`src/rtl/sdram_arb_pkg.sv`:
```
// Shared types and defaults for the SDRAM port arbiter: FSM states,
// requester identity, default widths and the burst-counter helper.
package sdram_arb_pkg;

  localparam int DEF_ADDR_W         = 26;
  localparam int DEF_DATA_W         = 32;
  localparam int DEF_MAX_BURST      = 8;
  localparam int DEF_TIMEOUT_CYCLES = 64;
  localparam int BURST_CNT_W        = 8;

  typedef enum logic [1:0] {
    IDLE     = 2'd0,
    RD_ISSUE = 2'd1,
    WR_ISSUE = 2'd2,
    DONE     = 2'd3
  } arb_state_t;

  typedef enum logic {
    REQ_RD = 1'b0,
    REQ_WR = 1'b1
  } requester_t;

  // Burst counter increment that sticks at its maximum instead of wrapping.
  function automatic logic [BURST_CNT_W-1:0] sat_inc(input logic [BURST_CNT_W-1:0] v);
    logic [BURST_CNT_W-1:0] r;
    if (v == {BURST_CNT_W{1'b1}}) begin
      r = v;
    end else begin
      r = v + {{(BURST_CNT_W-1){1'b0}}, 1'b1};
    end
    return r;
  endfunction

endpackage

```
`src/rtl/rr_burst_picker.sv`:
```
// Round-robin selector with a per-requester burst cap. The selection is
// combinational from the live requests; last_served and burst_cnt are
// updated on every grant event reported by the arbiter FSM.
module rr_burst_picker
  import sdram_arb_pkg::*;
#(
  parameter int MAX_BURST = DEF_MAX_BURST
) (
  input  logic       i_clk,
  input  logic       i_n_rst,
  input  logic       i_rd_req,
  input  logic       i_wr_req,
  input  logic       i_grant_evt,
  input  requester_t i_grant_who,
  output logic       o_sel_valid,
  output requester_t o_sel
);

  localparam logic [BURST_CNT_W-1:0] MAX_BURST_C = BURST_CNT_W'(MAX_BURST);

  requester_t             r_last_served;
  logic [BURST_CNT_W-1:0] r_burst_cnt;
  logic                   w_hold;

  // A zero count means nobody has been served since reset, so there is no
  // burst in progress and the tie goes to the requester not last served.
  assign w_hold = (r_burst_cnt != {BURST_CNT_W{1'b0}}) && (r_burst_cnt < MAX_BURST_C);

  // Pick the next requester from the current requests and burst history.
  always_comb begin
    o_sel_valid = 1'b0;
    o_sel       = REQ_RD;
    if (i_rd_req && i_wr_req) begin
      o_sel_valid = 1'b1;
      if (w_hold) begin
        o_sel = r_last_served;
      end else if (r_last_served == REQ_RD) begin
        o_sel = REQ_WR;
      end else begin
        o_sel = REQ_RD;
      end
    end else if (i_rd_req) begin
      o_sel_valid = 1'b1;
      o_sel       = REQ_RD;
    end else if (i_wr_req) begin
      o_sel_valid = 1'b1;
      o_sel       = REQ_WR;
    end else begin
      o_sel_valid = 1'b0;
      o_sel       = REQ_RD;
    end
  end

  // Track who was granted last and how many consecutive grants it received.
  always_ff @(posedge i_clk or negedge i_n_rst) begin
    if (!i_n_rst) begin
      r_last_served <= REQ_WR;
      r_burst_cnt   <= {BURST_CNT_W{1'b0}};
    end else if (i_grant_evt) begin
      if (i_grant_who == r_last_served) begin
        r_burst_cnt <= sat_inc(r_burst_cnt);
      end else begin
        r_burst_cnt   <= {{(BURST_CNT_W-1){1'b0}}, 1'b1};
        r_last_served <= i_grant_who;
      end
    end else begin
      r_burst_cnt   <= r_burst_cnt;
      r_last_served <= r_last_served;
    end
  end

endmodule

```
`src/rtl/sdram_port_arbiter.sv`:
```
// Shares one SDRAM port between the row-cache read path and the
// filter-result write path. Commands, address, data, grants and busy are
// all registered. Optional watchdog: define SDRAM_ARB_TIMEOUT_EN to abort
// an access that sees no ack within TIMEOUT_CYCLES and flag o_timeout_err.
module sdram_port_arbiter
  import sdram_arb_pkg::*;
#(
  parameter int ADDR_W         = DEF_ADDR_W,
  parameter int DATA_W         = DEF_DATA_W,
  parameter int MAX_BURST      = DEF_MAX_BURST,
  parameter int TIMEOUT_CYCLES = DEF_TIMEOUT_CYCLES
) (
  input  logic              i_clk,
  input  logic              i_n_rst,
  input  logic              i_rd_req,
  input  logic [ADDR_W-1:0] i_rd_addr,
  output logic              o_rd_gnt,
  output logic [DATA_W-1:0] o_rd_data,
  input  logic              i_wr_req,
  input  logic [ADDR_W-1:0] i_wr_addr,
  input  logic [DATA_W-1:0] i_wr_data,
  output logic              o_wr_gnt,
  output logic [ADDR_W-1:0] o_sdram_addr,
  output logic [DATA_W-1:0] o_sdram_wdata,
  output logic              o_sdram_read_en,
  output logic              o_sdram_write_en,
  input  logic [DATA_W-1:0] i_sdram_rdata,
  input  logic              i_sdram_ack,
`ifdef SDRAM_ARB_TIMEOUT_EN
  output logic              o_timeout_err,
`endif
  output logic              o_busy
);

  arb_state_t        r_state;
  logic              r_rd_gnt;
  logic              r_wr_gnt;
  logic [DATA_W-1:0] r_rd_data;
  logic [ADDR_W-1:0] r_sdram_addr;
  logic [DATA_W-1:0] r_sdram_wdata;
  logic              r_read_en;
  logic              r_write_en;
  logic              r_busy;

  logic       w_issue;
  logic       w_timeout;
  logic       w_grant_evt;
  requester_t w_grant_who;
  logic       w_sel_valid;
  requester_t w_sel;

  assign w_issue     = (r_state == RD_ISSUE) || (r_state == WR_ISSUE);
  assign w_grant_evt = w_issue && (i_sdram_ack || w_timeout);
  assign w_grant_who = (r_state == WR_ISSUE) ? REQ_WR : REQ_RD;

  rr_burst_picker #(
    .MAX_BURST (MAX_BURST)
  ) u_picker (
    .i_clk       (i_clk),
    .i_n_rst     (i_n_rst),
    .i_rd_req    (i_rd_req),
    .i_wr_req    (i_wr_req),
    .i_grant_evt (w_grant_evt),
    .i_grant_who (w_grant_who),
    .o_sel_valid (w_sel_valid),
    .o_sel       (w_sel)
  );

`ifdef SDRAM_ARB_TIMEOUT_EN
  localparam int WD_W = $clog2(TIMEOUT_CYCLES + 1);
  localparam logic [WD_W-1:0] WD_LAST = WD_W'(TIMEOUT_CYCLES - 1);

  logic [WD_W-1:0] r_wdog;
  logic            r_timeout_err;

  // The command has been up for TIMEOUT_CYCLES cycles when the counter
  // reaches its last value with still no ack.
  assign w_timeout = w_issue && !i_sdram_ack && (r_wdog == WD_LAST);

  // Count cycles spent waiting in an issue state; clear otherwise.
  always_ff @(posedge i_clk or negedge i_n_rst) begin
    if (!i_n_rst) begin
      r_wdog <= {WD_W{1'b0}};
    end else if (w_issue && !w_grant_evt) begin
      r_wdog <= r_wdog + WD_W'(1);
    end else begin
      r_wdog <= {WD_W{1'b0}};
    end
  end

  // Flag an aborted access for one cycle, aligned with its grant pulse.
  always_ff @(posedge i_clk or negedge i_n_rst) begin
    if (!i_n_rst) begin
      r_timeout_err <= 1'b0;
    end else begin
      r_timeout_err <= w_timeout;
    end
  end

  assign o_timeout_err = r_timeout_err;
`else
  assign w_timeout = 1'b0;
`endif

  // Arbiter FSM: select, issue and hold the command, then grant for one cycle.
  always_ff @(posedge i_clk or negedge i_n_rst) begin
    if (!i_n_rst) begin
      r_state       <= IDLE;
      r_rd_gnt      <= 1'b0;
      r_wr_gnt      <= 1'b0;
      r_rd_data     <= {DATA_W{1'b0}};
      r_sdram_addr  <= {ADDR_W{1'b0}};
      r_sdram_wdata <= {DATA_W{1'b0}};
      r_read_en     <= 1'b0;
      r_write_en    <= 1'b0;
      r_busy        <= 1'b0;
    end else begin
      r_rd_gnt <= 1'b0;
      r_wr_gnt <= 1'b0;
      case (r_state)
        IDLE: begin
          if (w_sel_valid && (w_sel == REQ_RD)) begin
            r_state      <= RD_ISSUE;
            r_sdram_addr <= i_rd_addr;
            r_read_en    <= 1'b1;
            r_busy       <= 1'b1;
          end else if (w_sel_valid) begin
            r_state       <= WR_ISSUE;
            r_sdram_addr  <= i_wr_addr;
            r_sdram_wdata <= i_wr_data;
            r_write_en    <= 1'b1;
            r_busy        <= 1'b1;
          end else begin
            r_busy <= 1'b0;
          end
        end
        RD_ISSUE: begin
          if (w_grant_evt) begin
            r_state   <= DONE;
            r_read_en <= 1'b0;
            r_rd_gnt  <= 1'b1;
            r_rd_data <= w_timeout ? {DATA_W{1'b0}} : i_sdram_rdata;
          end else begin
            r_read_en <= 1'b1;
          end
        end
        WR_ISSUE: begin
          if (w_grant_evt) begin
            r_state    <= DONE;
            r_write_en <= 1'b0;
            r_wr_gnt   <= 1'b1;
          end else begin
            r_write_en <= 1'b1;
          end
        end
        DONE: begin
          r_state <= IDLE;
          r_busy  <= 1'b0;
        end
        default: begin
          r_state    <= IDLE;
          r_read_en  <= 1'b0;
          r_write_en <= 1'b0;
          r_busy     <= 1'b0;
        end
      endcase
    end
  end

  assign o_rd_gnt         = r_rd_gnt;
  assign o_wr_gnt         = r_wr_gnt;
  assign o_rd_data        = r_rd_data;
  assign o_sdram_addr     = r_sdram_addr;
  assign o_sdram_wdata    = r_sdram_wdata;
  assign o_sdram_read_en  = r_read_en;
  assign o_sdram_write_en = r_write_en;
  assign o_busy           = r_busy;

endmodule

```
`config.mk`:
```
export PLATFORM = sky130hd
export DESIGN_NAME = sdram_port_arbiter
export DESIGN_NICKNAME = d
export VERILOG_FILES = /design/src/rtl/sdram_arb_pkg.sv /design/src/rtl/rr_burst_picker.sv /design/src/rtl/sdram_port_arbiter.sv
export SDC_FILE = /design/constraint.sdc
export NUM_CORES = 1
export LEC_CHECK = 0
export ABC_AREA = 1
export CAP_MARGIN = 10
export CORE_ASPECT_RATIO = 0.5
export CORE_UTILIZATION = 42
export CTS_CLUSTER_SIZE = 12
export DETAILED_ROUTE_END_ITERATION = 8
export PLACE_DENSITY = 0.8
export SYNTH_ARGS = -nofsm -noshare
export SYNTH_HDL_FRONTEND = slang
export SYNTH_HIERARCHICAL = 1
export SYNTH_SLANG_ARGS = --single-unit
```
`constraint.sdc`:
```
create_clock -name i_clk -period 2.03 [get_ports i_clk]
set_input_delay 0.406 -clock i_clk [delete_from_list [all_inputs] [get_ports i_clk]]
set_output_delay 0.406 -clock i_clk [all_outputs]
set_load 0.02 [all_outputs]
```
* After elaboration in Yosys (flattened, before gate mapping)
Index checks and enable logic that the tools add are counted.
Widths: inputs -> output; s select.
** Storage, ports and cells
- Register bits after elaboration :: 106
- Input port bits :: 121
- Output and inout port bits :: 95
** Operators by class
- Reductions and logical operators :: 20
- Multiplexer cells :: 28
- Eq/ne operators :: 11
- Bitwise gates (word level) :: 3
- $add $sub $neg :: 1
- $lt $le $gt $ge :: 1
** Operators with widths (number)
- $mux 26 :: 2
- $mux 1 :: 17
- $mux 8 :: 2
- $reduce_and 2->1 :: 6
- $add 8x1->8 const B :: 1
- $eq 8x8->1 const B :: 1
- $lt 8x4->1 const B :: 1
- $ne 2x2->1 const B :: 4
- $reduce_bool 2->1 :: 4
- $reduce_bool 8->1 :: 1
- $mux 2 :: 3
- $pmux 1 s2 :: 3
- $pmux 2 s3 :: 1
- $reduce_and 3->1 :: 2
- $eq 2x2->1 const B :: 2
- $logic_and 1x1->1 :: 4
- $ne 3x3->1 const B :: 1
- $not 1->1 :: 3
- $eq 2x1->1 const B :: 1
- $logic_not 2->1 :: 1
- $ne 2x1->1 const B :: 1
- $reduce_or 2->1 :: 1
- $eq 1x1->1 :: 1
- $logic_or 1x1->1 :: 1

* Logic depth before layout (Yosys ltp)
- Word-level depth :: 8
- Depth in mapped cells :: 16
- Depth with buffers taken out :: 16

* Cells and area by module
Netlist, hierarchy kept.
** By module, submodules not included
- sdram_port_arbiter :: sequential area each 2427.3 µm², times used 1, cells an instance 505, area each 4190.3 µm²
- rr_burst_picker :: sequential area each 226.5 µm², times used 1, cells an instance 96, area each 660.6 µm²

* Worst setup path before layout
Ideal clock, no wire load.
- Kind :: flip-flop to flip-flop
- Start :: register u_picker.r_burst_cnt[0]
- End :: register r_sdram_addr[20] (netlist: o_sdram_addr[20])
- Stages on the path, launching flop included :: 16
- Data arrival time :: 1632 ps
- Path buffers :: 1
- Path slack :: 281 ps
- Setup time :: 117 ps
- Path through :: dfrtp_1 -> inv_1 -> ha_1 -> inv_1 -> nor2_1 -> nor2_1 -> nand3_1 -> nand2_1 -> nand2_1 -> nand2_1 -> inv_1 -> nand2_1 -> buf_2 -> nand3_1 -> nand2_1 -> nor2_1
** On the way
- Longest elaborated chain between the ends :: 8
- Elaborated cells on any way between the ends :: 10
- Classes of those cells :: 1 x order compare; 3 x mux; 1 x bitwise; 5 x reduce/logical
** Ends and longest elaborated chain
- from (decl) :: RTL line rr_burst_picker.sv:22 : logic [BURST_CNT_W-1:0] r_burst_cnt;
- from (signal assigned) :: RTL line rr_burst_picker.sv:58 : r_burst_cnt <= {BURST_CNT_W{1'b0}};
- from (signal assigned) :: RTL line rr_burst_picker.sv:61 : r_burst_cnt <= sat_inc(r_burst_cnt);
- from (signal assigned) :: RTL line rr_burst_picker.sv:63 : r_burst_cnt <= {{(BURST_CNT_W-1){1'b0}}, 1'b1};
- $lt 8x4->1 or $reduce_bool 8->1 (tied branches) :: RTL line rr_burst_picker.sv:27 : assign w_hold = (r_burst_cnt != {BURST_CNT_W{1'b0}}) && (r_burst_cnt < MAX_BURST_C);
- $logic_and 1x1->1 (*) :: RTL line rr_burst_picker.sv:27
- $mux 1 (*) :: RTL line rr_burst_picker.sv:35 : if (w_hold) begin
- $mux 1 (*) :: RTL line rr_burst_picker.sv:33 : if (i_rd_req && i_wr_req) begin
- net w_sel :: RTL line sdram_port_arbiter.sv:50 : requester_t w_sel;
- $not 1->1 (*) :: RTL line sdram_port_arbiter.sv:122 : if (w_sel_valid && (w_sel == REQ_RD)) begin
- $logic_and 1x1->1 (*) :: RTL line sdram_port_arbiter.sv:122
- $reduce_bool 2->1 (no line)
- $reduce_and 2->1 (no line)
- to (signal assigned) :: RTL line sdram_port_arbiter.sv:112 : r_sdram_addr <= {ADDR_W{1'b0}};
- to (signal assigned) :: RTL line sdram_port_arbiter.sv:124 : r_sdram_addr <= i_rd_addr;
- to (signal assigned) :: RTL line sdram_port_arbiter.sv:129 : r_sdram_addr <= i_wr_addr;
- to (decl) :: RTL line sdram_port_arbiter.sv:39 : logic [ADDR_W-1:0] r_sdram_addr;
The timed path passes the listed nets; every way through them passes the cells marked *.
A chain may end at the register's enable or synchronous reset.

* Worst setup path after layout
- Start :: register u_picker.r_burst_cnt[0]
- End :: register r_sdram_addr[13] (netlist: o_sdram_addr[13])
The elaborated chain is that of the path after synthesis.

==> results.rst <==
.. list-table::
   :header-rows: 1

   * - Metric
     - Value
   * - Result of the run
     - completed
   * - Last weighted congestion value of the routability-driven placer
     - 0.784
   * - Total of warnings raised by yosys
     - 6
   * - #FFs+latches synth
     - about 110
   * - Ratio of routed vias to standard cells
     - about 4.7
   * - Total negative slack for setup checks
     - 0 ns
   * - Final hold violation count
     - 0
   * - Number of enable-type register cells in the synthesized netlist
     - 0
   * - Placeable core region
     - 11100 um^2
   * - Critical Path Source Type
     - flip-flop
   * - Count of TritonRoute iterations in the first routing pass
     - 5
   * - Horizontal die dimension
     - 154 um
   * - DR vias
     - 4604
   * - Share of the clock period used by the worst path after layout
     - 0.932
   * - Final std cells w/o fill
     - 979
   * - Placed Instances
     - 960
   * - Detail Route met3 WL
     - 596 um
   * - Share of synthesized flip-flops with an asynchronous set or reset
     - 1.00
   * - Post-synth cell types
     - 31
   * - Max Slew Vio Count
     - 0
   * - Number of core rows
     - 27
   * - Die height
     - 78.0 um
   * - FF-to-FF setup slack
     - between 0.1 and 0.15 ns
   * - IO buf count
     - 215
   * - Length in cells of the worst reg-to-reg path
     - 15
   * - Final instance area
     - about 7600 um^2
   * - Crit-path max FO
     - 14
   * - Number of nets with antenna violations after routing
     - 0
   * - Crit Path Class
     - flip-flop to flip-flop
   * - Layout Nets
     - 958
   * - Synth area leaders
     - sky130_fd_sc_hd__dfrtp_1 (54%), sky130_fd_sc_hd__nand2_1 (20%), sky130_fd_sc_hd__nand3_1 (5.4%)
   * - Clock transition at path regs
     - 0.07 ns
   * - Post-route setup slack
     - 0.137 ns
   * - Critical Path RT
     - between 2 and 2.5 ns
   * - Number of DRC violations after detailed routing
     - 0
   * - Class of the most critical hold timing path
     - primary input to asynchronous set/reset pin
   * - Root buffer cell
     - sky130_fd_sc_hd__clkbuf_16
   * - TritonCTS clock tree
     - done
   * - Global-route wire length before repair
     - about 22000 um
   * - CTS Sinks
     - 106
   * - CTS H-Tree Depth
     - 3
   * - Clock latency at the later pin of the worst-skew pair
     - 0.34 ns
   * - Share of Yosys cell area claimed by the top area cell type
     - 0.542
   * - Max Clock Freq
     - 528 MHz
   * - Total met2 wirelength after detailed routing
     - approximately 6900 um
   * - Post-route clock skew
     - 0.00643 ns
   * - Half-perimeter wire length of the detailed placement result
     - 10000 um
   * - Setup WS pre-CTS
     - 0.0739 ns
   * - Signal arrival time at the worst endpoint
     - 2.15 ns
   * - Transition at the pin with the smallest max-transition slack
     - 0.478 ns
   * - Synth Cell Area
     - 4850 um^2
   * - Part of the Yosys area used for sequential elements
     - 0.547
   * - Total Routing Usage GR
     - 0.234
   * - IO Pins
     - roughly 220
   * - Final WL
     - 13500 um
   * - Clock buffer count from CTS
     - 9
   * - Relative slew slack
     - 0.682
   * - Violation count after the first detailed-route iteration
     - 210
   * - Growth of design area from synthesis to finish
     - 57.5%
   * - Initial antenna violation count
     - 0
   * - Peak supply drop
     - ~0.0006 V
   * - Post-placement cell area
     - a little over 7000 um^2
   * - Diode insertion count for antenna repair
     - 0
   * - Post-layout minimum cycle time
     - 1.89 ns
   * - Initial core utilization
     - 0.436
   * - Syn_nets
     - 730
   * - Number of instances in the synthesized netlist
     - 601
   * - Met1 Wirelength
     - slightly below 6000 um
   * - Full die area
     - 12000 um^2
   * - Number of max-cap violations
     - 0
   * - Routed len/inst
     - 13.8 um
   * - Pwr per Cell Area
     - 1480 nW/um^2
   * - Fill cell total of the finished layout
     - 883
   * - Average size of a mapped cell
     - 8.07 um^2
   * - Global route total overflow
     - 0
   * - Largest area contributor in the netlist
     - sky130_fd_sc_hd__dfrtp_1
   * - Pin count of the biggest net entering global routing
     - 36
   * - Leakage power of the design
     - 0.00378 uW
   * - Maximum root-to-sink buffer count
     - 2
   * - # setup viols final
     - 0
   * - Tightest hold margin
     - roughly 0.025 ns
   * - Post-CTS Hold Buffers
     - 0
   * - Layout cells sized above 1
     - 0.0827
   * - Vias in the first global route
     - 4486
   * - Worst Setup End Kind
     - flip-flop
   * - Most used DFF post-synth
     - sky130_fd_sc_hd__dfrtp_1
   * - Unrepaired setup endpoints after global routing
     - true
   * - Uppermost routed layer
     - met4
sequential cells by signal (all words and copies together) (netlist names):
signal / flops
o_busy: 1
u_picker/r_last_served: 1
o_sdram_addr: 26
r_state: 2
o_sdram_write_en: 1
o_wr_gnt: 1
o_rd_gnt: 1
o_rd_data: 32
o_sdram_read_en: 1
o_sdram_wdata: 32
u_picker/r_burst_cnt: 8
area by class of cell:
| class | count | area, um^2 | share of cell area |
|---|---|---|---|
| repair buffers | 243 | 2450 | 0.321 |
| clock inverters | 5 | 61.3 | 0.00802 |
| clock buffers | 11 | 243 | 0.0318 |
| well taps | 145 | 181 | 0.0237 |
| inverters | 48 | 181 | 0.0237 |
| flip-flops and latches | 106 | 2650 | 0.347 |
| multi-input cells | 421 | 1870 | 0.244 |
cell families (layout without fill, tap and decap cells):
family,count (synthesis),in the layout,synth area share
AO/OA/AOI/OAI,41,41,0.0462
XOR/XNOR,1,1,0.00181
adder cells (fa/ha/maj),8,8,0.0206
buffers and inverters,74,307,0.0725
flip-flops,106,106,0.547
AND/OR/NAND/NOR,371,371,0.312
routing by layer:
metal	vias up	track usage
li1	2307	-
met1	2163	0.289
met2	116	0.413
met3	18	0.0480
met4	0	0.0780
met5	-	0
worst max-delay path: stages, from the launching register on:
cell and delay [ns]:
sky130_fd_sc_hd__dfrtp_1 0.39, sky130_fd_sc_hd__inv_2 0.06, sky130_fd_sc_hd__ha_1 0.19, sky130_fd_sc_hd__inv_1 0.06, sky130_fd_sc_hd__nor2_1 0.04, sky130_fd_sc_hd__nor2_1 0.14, sky130_fd_sc_hd__nand2_1 0.08, sky130_fd_sc_hd__nand2_1 0.07
sky130_fd_sc_hd__nand2_1 0.07, sky130_fd_sc_hd__nand2_1 0.08, sky130_fd_sc_hd__nand2_2 0.09, sky130_fd_sc_hd__buf_4 0.15, sky130_fd_sc_hd__nor2_4 0.10, sky130_fd_sc_hd__buf_12 0.14, sky130_fd_sc_hd__nor2_1 0.04, sky130_fd_sc_hd__o21ai_1 0.13
layout by cell type, fill, tap and decap left out, types with 4 or more instances in the layout:
cell type                           n
sky130_fd_sc_hd__inv_1             42
sky130_fd_sc_hd__nor2_1            47
sky130_fd_sc_hd__ha_1               8
sky130_fd_sc_hd__nand3_1           52
sky130_fd_sc_hd__o21ai_0           11
sky130_fd_sc_hd__clkbuf_16          9
sky130_fd_sc_hd__o21ai_1           22
sky130_fd_sc_hd__buf_6              5
sky130_fd_sc_hd__o21ai_2            4
sky130_fd_sc_hd__buf_12             6
sky130_fd_sc_hd__buf_4             18
sky130_fd_sc_hd__inv_2              5
sky130_fd_sc_hd__clkdlybuf4s50_1  214
sky130_fd_sc_hd__nand2_1          255
sky130_fd_sc_hd__nand2_2            6
sky130_fd_sc_hd__dfrtp_1          105
what timing repair did:
item | 4_1_cts | 5_1_grt
setup endpoints to repair | 0 | 60
buffers inserted | 0 | 3
resized for setup | 0 | 18
final timing paths:
kind,start,endpoint
hold / removal,i_n_rst,o_sdram_wdata[22]$_DFFE_PN0P_
hold reg to reg,o_sdram_wdata[25]$_DFFE_PN0P_,o_sdram_wdata[25]$_DFFE_PN0P_
setup reg to reg,u_picker/r_burst_cnt[0]$_DFFE_PN0P_,o_sdram_addr[13]$_DFFE_PN0P_
setup / recovery,u_picker/r_burst_cnt[0]$_DFFE_PN0P_,o_sdram_addr[13]$_DFFE_PN0P_
min in group i_clk,o_sdram_wdata[25]$_DFFE_PN0P_,o_sdram_wdata[25]$_DFFE_PN0P_
max in group asynchronous,i_n_rst,u_picker/r_last_served$_DFFE_PN1P_
stage by stage:
stage	total power (uW)	util
floorplan	6780	-
global placement	9310	0.653
detailed placement	9450	0.653
CTS	11300	0.681
global route	12100	0.687
finish	11300	0.687
synthesized netlist by cell type, drive strengths merged (2+ instances only):
library cell,count
inv,47
buf,22
or2,2
o21ai,37
clkbuf,4
nor2,49
dfrtp,105
nand2,263
ha,8
nand3,54
o21bai,2
power by group:
part           switching, uW  total, uW  internal [uW]  leakage [uW]
sequential               517       3570           3050       0.00132
combinational           3280       5950           2680       0.00232
clock                    772       1770           1000      0.000151
total                   4570      11300           6730       0.00378
Note: power is estimated with default switching activity, not from simulation.
